==> src/rtl/inst_fetch_buffer.sv <==
// -----------------------------------------------------------------------------
// inst_fetch_buffer
//
// First-word-fall-through buffer that sits between the PC/fetch stage and
// decode. Each entry holds one fetched pair {pc, inst[63:0]}, where inst[31:0]
// is the instruction at pc and inst[63:32] is the one at pc+4. The head entry
// is presented to decode combinationally from storage, so a pair that is
// written at an edge is visible on id_* immediately after that edge.
//
// Ports
//   clk           single clock, all state on posedge
//   rst           asynchronous, active-low reset
//   ce_i          fetch chip-enable; low means no valid fetch this cycle
//   pc_i          8-byte aligned address of the fetched pair
//   inst_i        fetched pair ([31:0] at pc_i, [63:32] at pc_i+4)
//   inst_valid_i  memory return valid for pc_i/inst_i this cycle
//   flush_i       branch-taken flush; empties the buffer at the next edge
//   id_ready_i    decode accepts the head entry this cycle
//   id_valid_o    head entry valid (occupancy != 0)
//   id_pc_o       head entry pc (zero when empty)
//   id_inst0_o    head entry first instruction (zero when empty)
//   id_inst1_o    head entry second instruction (zero when empty)
//   stallreq_o    hold request to the PC stage (occupancy >= AFULL_LVL)
//   count_o       current occupancy
//   overflow_o    sticky: a fetch was dropped because the buffer was full
//
// Handshake: an entry moves to decode on a cycle where id_valid_o and
// id_ready_i are both high and flush_i is low; id_* do not depend on
// id_ready_i, and id_valid_o never drops without a pop, flush or reset.
// -----------------------------------------------------------------------------
module inst_fetch_buffer #(
  parameter int DEPTH     = 4,
  parameter int AFULL_LVL = DEPTH - 1
) (
  input  logic                     clk,
  input  logic                     rst,
  input  logic                     ce_i,
  input  logic [31:0]              pc_i,
  input  logic [63:0]              inst_i,
  input  logic                     inst_valid_i,
  input  logic                     flush_i,
  input  logic                     id_ready_i,
  output logic                     id_valid_o,
  output logic [31:0]              id_pc_o,
  output logic [31:0]              id_inst0_o,
  output logic [31:0]              id_inst1_o,
  output logic                     stallreq_o,
  output logic [$clog2(DEPTH):0]   count_o,
  output logic                     overflow_o
);

  localparam int AW = $clog2(DEPTH);
  localparam int CW = AW + 1;
  localparam logic [CW-1:0] FULL_C  = CW'(DEPTH);
  localparam logic [CW-1:0] AFULL_C = CW'(AFULL_LVL);

  logic [AW-1:0] wr_ptr_q, wr_ptr_d;
  logic [AW-1:0] rd_ptr_q, rd_ptr_d;
  logic [CW-1:0] count_q, count_d;
  logic          overflow_q, overflow_d;

  // Storage is deliberately left out of reset: occupancy alone decides
  // what is valid, and stale words are masked off the id_* outputs.
  logic [95:0]   mem_q [DEPTH];

  logic          empty, full;
  logic          fetch, push, pop, drop;
  logic [95:0]   head;

  always_comb begin
    empty = (count_q == '0);
    full  = (count_q == FULL_C);

    // A flush cancels both the fetch and the decode hand-off of this cycle.
    fetch = ce_i && inst_valid_i && !flush_i;
    pop   = !empty && id_ready_i && !flush_i;
    // At full, a same-cycle pop frees the slot the push lands in.
    push  = fetch && (!full || pop);
    drop  = fetch && full && !pop;

    wr_ptr_d   = wr_ptr_q;
    rd_ptr_d   = rd_ptr_q;
    count_d    = count_q;
    overflow_d = overflow_q | drop;

    if (flush_i) begin
      wr_ptr_d = '0;
      rd_ptr_d = '0;
      count_d  = '0;
    end else begin
      // Pointers wrap naturally because DEPTH is a power of two.
      if (push) wr_ptr_d = wr_ptr_q + AW'(1);
      if (pop)  rd_ptr_d = rd_ptr_q + AW'(1);
      if (push && !pop)      count_d = count_q + CW'(1);
      else if (pop && !push) count_d = count_q - CW'(1);
    end
  end

  always_ff @(posedge clk or negedge rst) begin
    if (!rst) begin
      wr_ptr_q   <= '0;
      rd_ptr_q   <= '0;
      count_q    <= '0;
      overflow_q <= 1'b0;
    end else begin
      wr_ptr_q   <= wr_ptr_d;
      rd_ptr_q   <= rd_ptr_d;
      count_q    <= count_d;
      overflow_q <= overflow_d;
    end
  end

  always_ff @(posedge clk) begin
    if (push) mem_q[wr_ptr_q] <= {pc_i, inst_i};
  end

  always_comb begin
    head       = mem_q[rd_ptr_q];
    id_valid_o = !empty;
    id_pc_o    = empty ? 32'h0 : head[95:64];
    id_inst0_o = empty ? 32'h0 : head[31:0];
    id_inst1_o = empty ? 32'h0 : head[63:32];
    // Asserting one entry early leaves room for the fetch already in flight.
    stallreq_o = (count_q >= AFULL_C);
    count_o    = count_q;
    overflow_o = overflow_q;
  end

endmodule

==> config.mk <==
export PLATFORM = sky130hd
export DESIGN_NAME = inst_fetch_buffer
export DESIGN_NICKNAME = d
export VERILOG_FILES = /design/src/rtl/inst_fetch_buffer.sv
export SDC_FILE = /design/constraint.sdc
export NUM_CORES = 1
export LEC_CHECK = 0
export CAP_MARGIN = 20
export CORE_MARGIN = 2
export CORE_UTILIZATION = 45
export DETAILED_ROUTE_END_ITERATION = 12
export GPL_ROUTABILITY_DRIVEN = 0
export HOLD_SLACK_MARGIN = 0.06
export PLACE_DENSITY = 0.7
export SYNTH_ARGS = -nofsm -noshare
export SYNTH_HDL_FRONTEND = slang
export SYNTH_SLANG_ARGS = --single-unit
==> constraint.sdc <==
create_clock -name clk -period 3.46 [get_ports clk]
set_input_delay 0.692 -clock clk [delete_from_list [all_inputs] [get_ports clk]]
set_output_delay 0.692 -clock clk [all_outputs]
set_load 0.02 [all_outputs]
[After elaboration in Yosys (flattened, before gate mapping)]
Memories as Yosys holds them, arrays and structs flattened.
Index checks and enable logic that the tools add are counted.
Word-level totals
  bits of input ports: 102
  output and inout bits: 102
  memories kept: 1
  memory bits (writable): 384
  register bits: 8
Operators by class
  $lt $le $gt $ge: 1
  add/sub/neg operators: 4
  equality and inequality tests: 1
  mux-type cells: 12
  bitwise logic cells: 1
  reductions and logical operators: 19
Memories
  mem_q: words 4, width 96, rd ports 1, clocked after Yosys merged registers in 0, write ports 1, RTL line 64  | logic [95:0] mem_q [DEPTH];
Operators with widths (count)
  two-way mux 32 bit: 3
  logical AND 1 bit: 9
  two-way mux 3 bit: 3
  two-way mux 2 bit: 4
  logical NOT 1 bit: 5
  adder 2 x 1 -> 2 bit (second input constant): 2
  nonzero test 2 bit: 2
  adder 3 x 1 -> 3 bit (second input constant): 1
  equality test 3 bit (second input constant): 1
  >= comparator 3 x 2 -> 1 bit (second input constant): 1
  logical NOT 3 bit: 1
  nonzero test 3 bit: 1
  subtractor 3 x 1 -> 3 bit (second input constant): 1
  two-way mux 1 bit: 2
  logical OR 1 bit: 1
  OR 1 bit: 1

[Logic depth before layout (Yosys ltp)]
Gate-level depths: netlist of run 1.
  word-level depth: 11
  depth in mapped cells: 10
  mapped depth without buffers: 8

[Worst setup path after synthesis of run 1]
Ideal clock, no wire load.
  path type: input to register
  start point: in id_ready_i
  end point: mem mem_q[1][0] (enable)
  path slack: -0.480 ns
  required time: 2.994 ns
  arrival: 3.475 ns
  stages on the path: 4
  cells stage by stage: buf_2 > nor4b_1 > nor3_1 > and2_1
Between the ends
  word-level cells in the longest chain between the ends: 6
Ends and longest elaborated chain
  from (decl): RTL line 42  | input logic id_ready_i,
  logical AND 1 bit (2 in a row): RTL line 76  | pop = !empty && id_ready_i && !flush_i;
  logical OR 1 bit: RTL line 78  | push = fetch && (!full || pop);
  logical AND 1 bit: RTL line 78
  two-way mux 1 bit: RTL line 114  | if (push) mem_q[wr_ptr_q] <= {pc_i, inst_i};
  two-way mux 1 bit (implied by the code): RTL line 114
  to (decl): RTL line 64
Every way passes these cells.

[Worst setup path after layout of run 1]
  start point: reg rd_ptr_q[0]
  end point: out id_inst0_o[19]
Between the ends
  word-level cells in the longest chain between the ends: 2
Ends and longest elaborated chain
  from (decl): RTL line 58  | logic [AW-1:0] rd_ptr_q, rd_ptr_d;
  from (signal assigned): RTL line 107  | rd_ptr_q <= rd_ptr_d;
  memory read (4 x 96 bit)
  two-way mux 32 bit: RTL line 121  | id_inst0_o = empty ? 32'h0 : head[31:0];
  to (decl): RTL line 45  | output logic [31:0] id_inst0_o,
Every way passes these cells.

==> impl_metrics.sql, run 1 <==
INSERT INTO impl_metrics (metric_group, metric, value, unit) VALUES
('outcome', 'status', 'finished, final reports clean', ''),
('critical_path', 'worstReg2RegStart', 'count_o[1]$_DFFE_PN0P_', ''),
('clock_tree', 'ctsHtreeMaxLevel', '2', ''),
('min_path', 'holdPathStages', '1', ''),
('sta', 'tightestPinTransition', '0.504', 'ns'),
('critical_path', 'worst_ep_arrival_time', '2.65', 'ns'),
('detailed_routing', 'detail_route.first_pass.iterations', '5', ''),
('sta', 'finalSetupTns', '0', 'ns'),
('clock_tree', 'clock_tree.buffer_depth', '3', ''),
('layout', 'areaGrowthSynthToFinish', '27.3', '%'),
('detailed_routing', 'routedWlPerCell', '20.8', 'um'),
('clock_tree', 'tritoncts', 'done', ''),
('min_path', 'hold_path.class', 'reg -> reg', ''),
('logic_synthesis', 'syn-mean-instance-area', '22.4', 'sq um'),
('logic_synthesis', 'synth-edff-count', '384', ''),
('sta', 'finalWorstPathRequiredPeriod', '3.34', 'ns'),
('clock_tree', 'postCtsHoldBufs', '0', ''),
('global_route', 'first_global_vias', '7688', ''),
('global_route', 'global_route.overflow_total', '0', ''),
('min_path', 'worst_hold_startpoint', 'overflow_o$_DFF_PN0_', ''),
('run', 'timing.max_cap.violations', '0', ''),
('floorplanning', 'boundaryPins', '204', ''),
('logic_synthesis', 'post_synth_main_area_contributors', 'sky130_fd_sc_hd__edfxtp_1 (77%), sky130_fd_sc_hd__mux4_2 (14%), sky130_fd_sc_hd__and2_1 (4.2%), sky130_fd_sc_hd__dfrtp_1 (1.3%), sky130_fd_sc_hd__buf_2 (0.50%)', ''),
('clock_tree', 'cts_made_buffers', '40', ''),
('logic_synthesis', 'postSynth.topFlopCell', 'sky130_fd_sc_hd__edfxtp_1', ''),
('logic_synthesis', 'synth_top_cell_area_share', '0.766', ''),
('sta', 'max_clock_freq', '299', 'MHz'),
('layout', 'final_net_count', '1013', ''),
('detailed_routing', 'post-route-drc-count', '0', ''),
('clock_tree', 'clock_sink_count', '392', ''),
('sta', 'grt_setup_unrepaired', 'no', ''),
('critical_path', 'worstSetupPathType', 'reg -> out', ''),
('sta', 'timing.final.hold_violations', '0', ''),
('critical_path', 'setup_slack_on_the_worst_flop_to_flop_path', '0.96', 'ns'),
('critical_path', 'biggest_fanout_along_the_worst_timing_path', '22', ''),
('place', 'portBuffers', '203', ''),
('detailed_routing', 'routed_wire_length', '28600', 'um'),
('logic_synthesis', 'syn-instance-count', '673', ''),
('global_route', 'antenna_found_initial', '3', ''),
('logic_synthesis', 'synth_seq_area_share', '0.780', ''),
('sta', 'fin_ws', '0.116', 'ns'),
('power_and_ir_drop', 'power', '13.3', 'mW'),
('logic_synthesis', 'synth_nets', '780', ''),
('critical_path', 'setup.worst_path.start_class', 'flop', ''),
('detailed_routing', 'vias', '7198', ''),
('critical_path', 'end_kind', 'primary output', ''),
('floorplanning', 'floorplan.core_area', '0.0327', 'sq mm'),
('sta', 'layout_worst_path_cycle_share', '0.967', ''),
('floorplanning', 'fp.dieArea', '0.0349', 'sq mm'),
('sta', 'slew_violations', '0', ''),
('floorplanning', 'die_h', '187', 'um'),
('floorplanning', 'effective_utilization_at_floorplan', '0.460', ''),
('logic_synthesis', 'netlist-cell-type-count', '31', ''),
('logic_synthesis', 'ys_async_sr_fraction', '0.0204', ''),
('power_and_ir_drop', 'vdd.ir_drop.worst', '0.497', 'mV'),
('critical_path', 'ff2ff_path_depth', '7', ''),
('critical_path', 'crit_path_start', 'rd_ptr_q[0]$_DFFE_PN0P_', ''),
('logic_synthesis', 'synth.largest_area_cell', 'sky130_fd_sc_hd__edfxtp_1', ''),
('clock_tree', 'clock_insertion_delay_worst_skew', '0.53', 'ns'),
('sta', 'finalClockSkew', '0.0138', 'ns'),
('global_route', 'groute.usage.overall', '0.164', ''),
('logic_synthesis', 'synth-seq-cells', '392', ''),
('critical_path', 'timing.critical_path.required', '2.77', 'ns'),
('layout', 'drive_above_1_share', '0.192', ''),
('place', 'placement_stage_worst_setup_slack', '0.367', 'ns'),
('clock_tree', 'clk_transition_reported_paths', '0.06', 'ns'),
('floorplanning', 'num_rows', '66', ''),
('power_and_ir_drop', 'power_density', '694', 'mW/mm^2'),
('global_route', 'grt_start_max_net_pins', '75', ''),
('place', 'dp.final_hpwl', '17100', 'um'),
('sta', 'slew_headroom', '0.664', '');
cells in the final DEF (no fill, tap or decap), types with 2 or more instances in the layout:
| cell | count |
|---|---|
| sky130_fd_sc_hd__inv_1 | 4 |
| sky130_fd_sc_hd__a21o_1 | 2 |
| sky130_fd_sc_hd__clkbuf_8 | 2 |
| sky130_fd_sc_hd__and2_1 | 97 |
| sky130_fd_sc_hd__a21oi_1 | 4 |
| sky130_fd_sc_hd__diode_2 | 2 |
| sky130_fd_sc_hd__nand2_1 | 4 |
| sky130_fd_sc_hd__mux4_2 | 96 |
| sky130_fd_sc_hd__clkinv_2 | 2 |
| sky130_fd_sc_hd__clkinvlp_4 | 2 |
| sky130_fd_sc_hd__buf_12 | 14 |
| sky130_fd_sc_hd__nor2_1 | 7 |
| sky130_fd_sc_hd__clkinv_1 | 7 |
| sky130_fd_sc_hd__o211ai_1 | 3 |
| sky130_fd_sc_hd__clkbuf_1 | 8 |
| sky130_fd_sc_hd__xor2_1 | 2 |
| sky130_fd_sc_hd__or3_1 | 2 |
| sky130_fd_sc_hd__bufinv_16 | 5 |
| sky130_fd_sc_hd__ha_1 | 4 |
| sky130_fd_sc_hd__edfxtp_1 | 384 |
| sky130_fd_sc_hd__clkbuf_16 | 42 |
| sky130_fd_sc_hd__nor3_1 | 2 |
| sky130_fd_sc_hd__clkdlybuf4s50_1 | 203 |
| sky130_fd_sc_hd__dfrtp_1 | 6 |
| sky130_fd_sc_hd__dfrtp_4 | 2 |
| sky130_fd_sc_hd__xnor2_1 | 3 |
| sky130_fd_sc_hd__and2_4 | 4 |
| sky130_fd_sc_hd__buf_4 | 7 |
area by class of cell:
| class | instances | area [sq um] | area share |
|---|---|---|---|
| Sequential cell | 392 | 11700 | 0.613 |
| Multi-Input combinational cell | 242 | 3130 | 0.163 |
| Timing Repair Buffer | 226 | 2420 | 0.126 |
| Clock buffer | 51 | 1080 | 0.0566 |
| Tap cell | 442 | 553 | 0.0289 |
| Clock inverter | 17 | 221 | 0.0116 |
| Inverter | 4 | 15.0 | 0.000784 |
| Antenna cell | 2 | 5.00 | 0.000261 |
critical path: stages (launching register included):
cell and delay [ns]:
sky130_fd_sc_hd__dfrtp_4 0.58, sky130_fd_sc_hd__buf_12 0.25, sky130_fd_sc_hd__mux4_2 0.56, sky130_fd_sc_hd__and2_1 0.19
sky130_fd_sc_hd__clkdlybuf4s50_1 0.53
where the power goes:
group	switching, mW	total, mW	internal (mW)
clock network	1.67	4.25	2.58
registers	0.0806	5.40	5.32
logic	1.77	3.64	1.87
total	3.52	13.3	9.78
registers in the layout (all words and copies together), names as in the netlist:
register / count
overflow_o: 1
rd_ptr_q: 2
mem_q: 384
count_o: 3
wr_ptr_q: 2
cells by family after synthesis:
| logic type | after synthesis | share of synthesized area |
|---|---|---|
| buf+inv | 39 | 0.0136 |
| mux | 96 | 0.144 |
| fa+ha+maj | 5 | 0.00466 |
| xor+xnor | 5 | 0.00291 |
| flops | 392 | 0.780 |
| simple gates | 122 | 0.0491 |
| compound gates | 14 | 0.00640 |
through the flow:
step | cells | util | hold slack, ns | instance area (sq um)
after floorplan | 673 | - | 0.396 | 15100
after global placement | 1305 | 0.545 | 0.454 | 17800
after detailed placement | 1305 | 0.545 | 0.457 | 17800
after CTS | 1373 | 0.585 | 0.463 | 19100
after global routing | 1374 | 0.586 | 0.486 | 19200
final | 1376 | 0.586 | 0.463 | 19200
path summary, 6_finish.rpt:
kind / end
worst max-delay path: id_inst0_o[19]
worst min-delay path: overflow_o$_DFF_PN0_
worst max register to register: count_o[2]$_DFFE_PN0P_
worst min register to register: overflow_o$_DFF_PN0_
max in group asynchronous: rd_ptr_q[1]$_DFFE_PN0P_
min in group asynchronous: count_o[1]$_DFFE_PN0P_
Yosys cell counts, types with 2 or more instances:
cell type                    n
sky130_fd_sc_hd__edfxtp_1  384
sky130_fd_sc_hd__and2_1    101
sky130_fd_sc_hd__mux4_2     96
sky130_fd_sc_hd__buf_2      15
sky130_fd_sc_hd__clkbuf_1   15
sky130_fd_sc_hd__dfrtp_1     8
sky130_fd_sc_hd__nor2_1      7
sky130_fd_sc_hd__a21oi_1     4
sky130_fd_sc_hd__ha_1        4
sky130_fd_sc_hd__inv_1       4
sky130_fd_sc_hd__nand2_1     4
sky130_fd_sc_hd__o211ai_1    3
sky130_fd_sc_hd__or3_1       3
sky130_fd_sc_hd__xnor2_1     3
sky130_fd_sc_hd__a21o_1      2
sky130_fd_sc_hd__buf_6       2
sky130_fd_sc_hd__buf_8       2
sky130_fd_sc_hd__nor3_1      2
sky130_fd_sc_hd__xor2_1      2
metal layers:
layer / global-route usage / up-vias / part of all wire
li1: - / 3218 / -
met1: 0.203 / 3740 / 0.40
met2: 0.278 / 200 / 0.50
met3: 0.0574 / 40 / 0.083
met4: 0.0382 / 0 / 0.015
met5: 0 / - / 0
what timing repair did:
item	in CTS	in global routing
gates cloned	0	1
buffers inserted	0	0
endpoints found under the setup margin	80	7
resized for setup	1	1
(Power assumes the default switching activity.)
==> inputs of run 2 (changes only) <==
--- a/config.mk
+++ b/config.mk
@@ -10,6 +10,7 @@
 export CORE_UTILIZATION = 45
 export DETAILED_ROUTE_END_ITERATION = 12
 export GPL_ROUTABILITY_DRIVEN = 0
+export GPL_TIMING_DRIVEN = 0
 export HOLD_SLACK_MARGIN = 0.06
 export PLACE_DENSITY = 0.7
 export SYNTH_ARGS = -nofsm -noshare
==> run 2 against run 1 <==
  * Global-route usage increased by 0.34 points
  * Via count rose by 0.53%
  * Die area is the same
  * Clock skew is 0.010 ns higher
  * Non-clock buffer count up 15
  * Combinational power barely moved
  * Routed wire length is 0.70% higher
  * Fmax shrank 1.1%
  * Critical path type unchanged
  * Critical endpoint is now id_pc_o[24]
==> impl_metrics.sql, run 2 (same netlist as run 1, synthesis figures left out) <==
INSERT INTO impl_metrics (metric_group, metric, value, unit) VALUES
('critical_path', 'crit_path_max_incr_delay', '0.56', 'ns'),
('detailed_routing', 'drtIter0Drc', '486', ''),
('place', 'dp.final_hpwl', '18000', 'um'),
('outcome', 'status', 'finished, final reports clean', ''),
('clock_tree', 'cts_made_buffers', '40', ''),
('floorplanning', 'num_rows', '66', ''),
('floorplanning', 'fp.dieArea', '0.0349', 'sq mm'),
('sta', 'finalClockSkew', '0.0240', 'ns'),
('critical_path', 'setup.worst_path.start_class', 'flop', ''),
('global_route', 'grt_pass1_wl', '44600', 'um'),
('critical_path', 'critical_path.slowest_cell', 'sky130_fd_sc_hd__mux4_2', ''),
('floorplanning', 'die-width', '187', 'um'),
('critical_path', 'timing.critical_path.required', '2.77', 'ns'),
('critical_path', 'timing.critical_path.max_delay_family', 'buffers and inverters', ''),
('detailed_routing', 'post-route-drc-count', '0', ''),
('critical_path', 'worstSetupPathType', 'reg -> out', ''),
('floorplanning', 'die_h', '187', 'um'),
('place', 'placed_area', '0.0177', 'sq mm'),
('layout', 'largest_register_ff_count', '384', ''),
('sta', 'tightestPinTransition', '0.819', 'ns'),
('power_and_ir_drop', 'static-leakage-power', '6.24', 'nW'),
('layout', 'postLayoutCellArea', '0.0190', 'sq mm'),
('sta', 'max_clock_freq', '296', 'MHz'),
('clock_tree', 'clock_sink_count', '392', ''),
('floorplanning', 'floorplan.core_area', '0.0327', 'sq mm'),
('clock_tree', 'root_buffer', 'sky130_fd_sc_hd__clkbuf_16', ''),
('sta', 'timing.hold.ws', '0.466', 'ns'),
('detailed_routing', 'routedWlPerCell', '20.7', 'um'),
('floorplanning', 'effective_utilization_at_floorplan', '0.460', ''),
('global_route', 'groute.usage.overall', '0.167', ''),
('layout', 'areaGrowthSynthToFinish', '26.6', '%'),
('detailed_routing', 'antenna_violating_nets_post_route', '0', ''),
('run', 'timing.max_cap.violations', '0', ''),
('layout', 'drive_above_1_share', '0.191', ''),
('layout', 'area_of_combinational_cells_with_multiple_inputs', '0.00312', 'sq mm'),
('critical_path', 'biggest_fanout_along_the_worst_timing_path', '10', ''),
('critical_path', 'end_kind', 'primary output', ''),
('sta', 'grt_setup_unrepaired', 'yes', ''),
('power_and_ir_drop', 'vdd.ir_drop.worst', '0.394', 'mV'),
('clock_tree', 'ctsHtreeMaxLevel', '2', ''),
('place', 'portBuffers', '202', ''),
('detailed_routing', 'vias', '7236', ''),
('detailed_routing', 'detail_route.first_pass.iterations', '5', ''),
('sta', 'finalWorstPathRequiredPeriod', '3.38', 'ns'),
('layout', 'largest_register', 'mem_q', ''),
('sta', 'timing.final.setup_violations', '0', ''),
('clock_tree', 'clock_insertion_delay_worst_skew', '0.52', 'ns'),
('critical_path', 'crit_chain', 'buf_6 -> buf_2 -> mux4_2 -> and2_1 -> clkdlybuf4s50_1', ''),
('power_and_ir_drop', 'power_density', '683', 'mW/mm^2'),
('detailed_routing', 'routed_via_density', '5.19', ''),
('global_route', 'antenna_found_initial', '2', ''),
('clock_tree', 'clk_transition_reported_paths', '0.06', 'ns'),
('sta', 'finalSetupTns', '0', 'ns'),
('sta', 'layout_worst_path_cycle_share', '0.977', ''),
('sta', 'slew_headroom', '0.454', ''),
('layout', 'layout.cells.most_common', 'sky130_fd_sc_hd__edfxtp_1', ''),
('layout', 'n_fill_cell', '2457', ''),
('layout', 'most-common-layout-cells', 'sky130_fd_sc_hd__edfxtp_1 (384), sky130_fd_sc_hd__clkdlybuf4s50_1 (186), sky130_fd_sc_hd__and2_1 (97)', ''),
('critical_path', 'worst_ep_arrival_time', '2.69', 'ns'),
('sta', 'timing.final.hold_violations', '0', ''),
('sta', 'slew_violations', '0', ''),
('floorplanning', 'boundaryPins', '204', ''),
('global_route', 'first_global_vias', '7753', ''),
('detailed_routing', 'routed_wire_length', '28800', 'um'),
('layout', 'ff_latch_area', '0.0117', 'sq mm'),
('min_path', 'hold_path.class', 'reg -> reg', ''),
('global_route', 'global_route.overflow_total', '0', ''),
('clock_tree', 'postCtsHoldBufs', '0', ''),
('layout', 'final_net_count', '1028', ''),
('clock_tree', 'tritoncts', 'done', ''),
('global_route', 'grt_start_max_net_pins', '53', ''),
('critical_path', 'worst_path_buffer_plus_inverter_count', '3', ''),
('clock_tree', 'clock_tree.buffer_depth', '3', ''),
('layout', 'utilization', '0.582', '');
==> run 2: changes by cell type in the layout (fill, tap and decap cells not counted), moves of 4 or more <==
| cell | delta |
|---|---|
| sky130_fd_sc_hd__buf_12 | -14 |
| sky130_fd_sc_hd__buf_2 | +5 |
| sky130_fd_sc_hd__clkbuf_1 | +10 |
| sky130_fd_sc_hd__clkbuf_2 | +9 |
| sky130_fd_sc_hd__clkdlybuf4s50_1 | -17 |
| sky130_fd_sc_hd__clkinv_1 | +4 |
| sky130_fd_sc_hd__dlygate4sd2_1 | +5 |
| sky130_fd_sc_hd__dlymetal6s2s_1 | +11 |
==> run 2: layout make-up <==
type | count | share of cell area
Multi-Input combinational cell | 242 | 0.164
Clock buffer | 53 | 0.0574
Antenna cell | 2 | 0.000263
Tap cell | 442 | 0.0290
Timing Repair Buffer | 206 | 0.113
Sequential cell | 392 | 0.616
Buffer | 35 | 0.0120
Inverter | 4 | 0.000788
Clock inverter | 19 | 0.00762
==> run 2: layer usage <==
metal | global-route usage | routed length, um | vias to the layer above | share of wire
li1 | - | - | 3249 | -
met5 | 0 | 0 | - | 0
met2 | 0.271 | 14000 | 225 | 0.49
met4 | 0.0369 | 479 | 0 | 0.017
met3 | 0.0553 | 2410 | 45 | 0.084
met1 | 0.222 | 11900 | 3717 | 0.41
==> run 2: worst register-to-register path, cell delays in order, from the launching register on <==
cell and delay [ns]:
sky130_fd_sc_hd__dfrtp_1 0.47, sky130_fd_sc_hd__nor4b_1 0.69, sky130_fd_sc_hd__nor3_1 0.24, sky130_fd_sc_hd__and2_1 0.24, sky130_fd_sc_hd__fa_1 0.40, sky130_fd_sc_hd__or4_1 0.51
sky130_fd_sc_hd__a32oi_1 0.23, sky130_fd_sc_hd__o211ai_1 0.10
==> run 2: path summary, 6_finish.rpt <==
path,slack (ns),start,depth (start not counted),to
hold / removal,0.47,overflow_o$_DFF_PN0_,1,overflow_o$_DFF_PN0_
setup reg to reg,0.45,count_o[1]$_DFFE_PN0P_,7,count_o[2]$_DFFE_PN0P_
setup / recovery,0.08,rd_ptr_q[0]$_DFFE_PN0P_,5,id_pc_o[24]
min in group asynchronous,0.48,rst,1,overflow_o$_DFF_PN0_
hold reg to reg,0.47,overflow_o$_DFF_PN0_,1,overflow_o$_DFF_PN0_
max in group asynchronous,2.71,rst,1,wr_ptr_q[1]$_DFFE_PN0P_
==> run 2: power by group <==
part | total, mW | internal [mW] | leakage [nW] | switching (mW)
sequential | 5.36 | 5.32 | 3.58 | 0.0417
clock | 4.03 | 2.37 | 0.599 | 1.67
combinational | 3.62 | 1.80 | 2.07 | 1.82
==> run 2: through the flow <==
step,power (mW),std cells,worst slack (ns)
detailed placement,9.15,1321,-0.0228
CTS,13.2,1393,0.00201
finish,13.0,1395,0.0788
floorplan,7.54,673,0.571
global placement,9.15,1317,-1.06
global route,13.6,1393,-0.0570
==> run 2: repair_timing <==
| item | 4_1_cts | 5_1_grt |
|---|---|---|
| endpoints found under the setup margin | 79 | 67 |
| gates resized for setup | 19 | 17 |
| buffers inserted | 0 | 0 |
==> inputs of run 3 (changes only) <==
--- a/config.mk
+++ b/config.mk
@@ -5,6 +5,7 @@
 export SDC_FILE = /design/constraint.sdc
 export NUM_CORES = 1
 export LEC_CHECK = 0
+export ABC_AREA = 1
 export CAP_MARGIN = 20
 export CORE_MARGIN = 2
 export CORE_UTILIZATION = 45
==> run 3 against run 2 <==
  * Area after synthesis up 2.4%
  * Combinational power is 2% lower
  * Via count rose by 37%
  * Critical endpoint is now id_inst0_o[10]
  * Largest cell class unchanged
  * Core utilization fell by 0.23 points
  * Routed wire length up 26%
  * Flip-flop and latch count is the same
  * Clock-buffer cell count down 6
  * Sequential power is essentially flat
  * Worst setup slack got worse by 0.0059 ns
  * Die area is 2.4% higher
==> impl_metrics.sql, run 3 <==
INSERT INTO impl_metrics (metric_group, metric, value, unit) VALUES
('layout', 'layout.cells.most_common', 'sky130_fd_sc_hd__nor2_1', ''),
('place', 'placed_area', '0.0183', 'sq mm'),
('detailed_routing', 'detail_route.first_pass.iterations', '5', ''),
('place', 'portBuffers', '203', ''),
('logic_synthesis', 'syn-instance-count', '1202', ''),
('sta', 'finalWorstPathRequiredPeriod', '3.39', 'ns'),
('sta', 'tightestPinTransition', '0.919', 'ns'),
('layout', 'utilization', '0.580', ''),
('critical_path', 'worst_ep_arrival_time', '2.70', 'ns'),
('global_route', 'grt_start_max_net_pins', '29', ''),
('detailed_routing', 'post-route-drc-count', '0', ''),
('detailed_routing', 'drtIter0Drc', '787', ''),
('clock_tree', 'root_buffer', 'sky130_fd_sc_hd__clkbuf_16', ''),
('logic_synthesis', 'synth-seq-cells', '392', ''),
('global_route', 'groute.usage.overall', '0.202', ''),
('logic_synthesis', 'post-synth-top-count-cell', 'sky130_fd_sc_hd__nor2_1', ''),
('sta', 'grt_setup_unrepaired', 'yes', ''),
('layout', 'largest_register_ff_count', '384', ''),
('place', 'dp.final_hpwl', '22800', 'um'),
('logic_synthesis', 'synth-edff-count', '384', ''),
('clock_tree', 'clock_insertion_delay_worst_skew', '0.51', 'ns'),
('clock_tree', 'postCtsSetupRepairBufs', '0', ''),
('logic_synthesis', 'synth.largest_area_cell', 'sky130_fd_sc_hd__edfxtp_1', ''),
('clock_tree', 'ctsHtreeMaxLevel', '2', ''),
('power_and_ir_drop', 'vdd.ir_drop.worst', '0.507', 'mV'),
('power_and_ir_drop', 'static-leakage-power', '6.66', 'nW'),
('layout', 'largest_register', 'mem_q', ''),
('layout', 'final_net_count', '1566', ''),
('floorplanning', 'die-width', '189', 'um'),
('global_route', 'first_global_vias', '9880', ''),
('floorplanning', 'floorplan.core_area', '0.0336', 'sq mm'),
('logic_synthesis', 'synth_top_cell_area_share', '0.748', ''),
('logic_synthesis', 'ys_async_sr_fraction', '0.0204', ''),
('logic_synthesis', 'synth_nets', '1309', ''),
('detailed_routing', 'vias', '9941', ''),
('clock_tree', 'tritoncts', 'done', ''),
('floorplanning', 'num_rows', '67', ''),
('logic_synthesis', 'synthTopCellsByCount', 'sky130_fd_sc_hd__nor2_1 (390), sky130_fd_sc_hd__edfxtp_1 (384), sky130_fd_sc_hd__o21ai_0 (108), sky130_fd_sc_hd__a21oi_1 (99), sky130_fd_sc_hd__o21ai_1 (88)', ''),
('detailed_routing', 'routedWlPerCell', '18.8', 'um'),
('floorplanning', 'boundaryPins', '204', ''),
('clock_tree', 'postCtsHoldBufs', '0', ''),
('sta', 'slew_violations', '0', ''),
('sta', 'max_clock_freq', '295', 'MHz'),
('sta', 'layout_worst_path_cycle_share', '0.979', ''),
('floorplanning', 'effective_utilization_at_floorplan', '0.458', ''),
('logic_synthesis', 'syn-mean-instance-area', '12.8', 'sq um'),
('layout', 'areaGrowthSynthToFinish', '26.5', '%'),
('critical_path', 'crit_path_max_incr_delay', '0.57', 'ns'),
('clock_tree', 'clock_sink_count', '392', ''),
('global_route', 'global_route.overflow_total', '0', ''),
('layout', 'drive_above_1_share', '0.0950', ''),
('logic_synthesis', 'postSynth.topFlopCell', 'sky130_fd_sc_hd__edfxtp_1', ''),
('detailed_routing', 'routed_wire_length', '36400', 'um'),
('layout', 'postLayoutCellArea', '0.0195', 'sq mm'),
('critical_path', 'critical_path.slowest_cell', 'sky130_fd_sc_hd__clkdlybuf4s50_1', ''),
('clock_tree', 'clock_tree.buffer_depth', '3', ''),
('critical_path', 'worstSetupPathType', 'reg -> out', ''),
('sta', 'slew_headroom', '0.386', ''),
('critical_path', 'crit_chain', 'buf_4 -> inv_2 -> buf_1 -> nor2_1 -> o21ai_0 -> a21oi_1 -> clkdlybuf4s50_1', ''),
('floorplanning', 'die_h', '189', 'um'),
('logic_synthesis', 'ys_warn_count', '0', ''),
('outcome', 'status', 'finished, final reports clean', ''),
('detailed_routing', 'routed_via_density', '5.14', ''),
('clock_tree', 'cts_made_buffers', '39', ''),
('floorplanning', 'fp.dieArea', '0.0357', 'sq mm'),
('critical_path', 'biggest_fanout_along_the_worst_timing_path', '10', ''),
('critical_path', 'timing.critical_path.required', '2.77', 'ns'),
('global_route', 'grt_pass1_wl', '55300', 'um'),
('sta', 'timing.final.hold_violations', '0', ''),
('clock_tree', 'clk_transition_reported_paths', '0.06', 'ns'),
('logic_synthesis', 'synth_seq_area_share', '0.761', ''),
('power_and_ir_drop', 'power_density', '653', 'mW/mm^2'),
('min_path', 'hold_path.class', 'in -> async', ''),
('critical_path', 'end_kind', 'primary output', ''),
('detailed_routing', 'antenna_violating_nets_post_route', '0', ''),
('logic_synthesis', 'post_synth_instance_area', '0.0154', 'sq mm'),
('logic_synthesis', 'post_synth_main_area_contributors', 'sky130_fd_sc_hd__edfxtp_1 (75%), sky130_fd_sc_hd__nor2_1 (9.5%), sky130_fd_sc_hd__o21ai_0 (3.5%), sky130_fd_sc_hd__a21oi_1 (3.2%), sky130_fd_sc_hd__o21ai_1 (2.9%)', ''),
('layout', 'most-common-layout-cells', 'sky130_fd_sc_hd__nor2_1 (386), sky130_fd_sc_hd__edfxtp_1 (384), sky130_fd_sc_hd__clkdlybuf4s50_1 (200)', ''),
('global_route', 'antenna_found_initial', '2', ''),
('sta', 'finalClockSkew', '0.0128', 'ns'),
('logic_synthesis', 'netlist-cell-type-count', '24', ''),
('critical_path', 'setup.worst_path.start_class', 'flop', ''),
('sta', 'timing.final.setup_violations', '0', ''),
('sta', 'finalSetupTns', '0', 'ns'),
('sta', 'timing.hold.ws', '0.468', 'ns'),
('run', 'timing.max_cap.violations', '0', '');
-- run 3: cell count changes after synthesis, moves of 5 or more --
cell	change
sky130_fd_sc_hd__nor2_1	+383
sky130_fd_sc_hd__o21ai_0	+107
sky130_fd_sc_hd__and2_1	-101
sky130_fd_sc_hd__mux4_2	-96
sky130_fd_sc_hd__a21oi_1	+95
sky130_fd_sc_hd__o21ai_1	+88
sky130_fd_sc_hd__clkbuf_2	+15
sky130_fd_sc_hd__buf_4	+12
sky130_fd_sc_hd__nand2_1	+10
sky130_fd_sc_hd__buf_6	+9
sky130_fd_sc_hd__inv_1	+8
sky130_fd_sc_hd__inv_2	+5
sky130_fd_sc_hd__nand3_1	+5
-- run 3: where the power goes --
| part | total (mW) | internal [mW] | switching, mW |
|---|---|---|---|
| Combinational | 3.53 | 1.39 | 2.13 |
| Sequential | 5.34 | 5.31 | 0.0329 |
| Clock | 3.87 | 2.22 | 1.65 |
| Total | 12.7 | 8.92 | 3.82 |
-- run 3: path summary, 6_finish.rpt --
check | from | end | slack [ns] | depth (start not counted)
worst max-delay path | rd_ptr_q[1]$_DFFE_PN0P_ | id_inst0_o[10] | 0.07 | 7
worst min-delay path | rst | count_o[1]$_DFFE_PN0P_ | 0.47 | 1
worst max register to register | count_o[0]$_DFFE_PN0P_ | mem_q[3][4]$_DFFE_PP_ | 0.92 | 6
worst min register to register | overflow_o$_DFF_PN0_ | overflow_o$_DFF_PN0_ | 0.48 | 1
max in group asynchronous | rst | overflow_o$_DFF_PN0_ | 2.71 | 1
min in group clk | overflow_o$_DFF_PN0_ | overflow_o$_DFF_PN0_ | 0.48 | 1
-- run 3: layer usage --
| layer | part of all wire | GRT usage |
|---|---|---|
| met1 | 0.42 | 0.270 |
| met3 | 0.065 | 0.0356 |
| met2 | 0.48 | 0.335 |
| met5 | 0.00036 | 0 |
| met4 | 0.032 | 0.0733 |
-- run 3: worst max-delay path: cells and delay by family (launching register included) --
family | cells | cell delay [ns]
AND/OR/NAND/NOR | 1 | 0.10
AO/OA/AOI/OAI | 2 | 0.22
buffers and inverters | 4 | 1.48
flip-flops | 1 | 0.36
-- run 3: cells by family (layout without fill, tap and decap cells) --
family	Yosys count	in the layout	synth area share
xor gates and xnor gates	1	1	0.000569
AOI/OAI and AO/OA	297	297	0.0969
other	0	1	0
adders and majority gates	5	5	0.00455
DFF	392	392	0.761
and+or+nand+nor	416	416	0.104
buffers and inverters	91	373	0.0330
-- run 3: final cells by class --
class / instances / area [sq um]
Tap cell: 448 / 561
Sequential cell: 392 / 11700
Clock inverter: 19 / 113
Inverter: 17 / 63.8
Antenna cell: 1 / 2.50
Timing Repair Buffer: 216 / 2320
Multi-Input combinational cell: 719 / 3200
Clock buffer: 47 / 1050
Buffer: 74 / 459
Fill cell: 2627 / 14100
-- run 3: timing repair --
| item | in CTS | in global routing |
|---|---|---|
| resized for setup | 1 | 24 |
| cloned | 0 | 0 |
| endpoints found under the hold margin | 0 | 0 |
| setup endpoints to repair | 5 | 38 |
-- run 3: through the flow --
step | cells | setup WS [ns] | total power [mW]
3_3_place_gp | 1853 | -3.26 | 8.95
4_1_cts | 1932 | 0.0175 | 12.8
5_1_grt | 1932 | -0.0289 | 13.3
6_report | 1933 | 0.0729 | 12.7
3_5_place_dp | 1866 | -0.158 | 8.98
2_1_floorplan | 1202 | -0.721 | 7.30
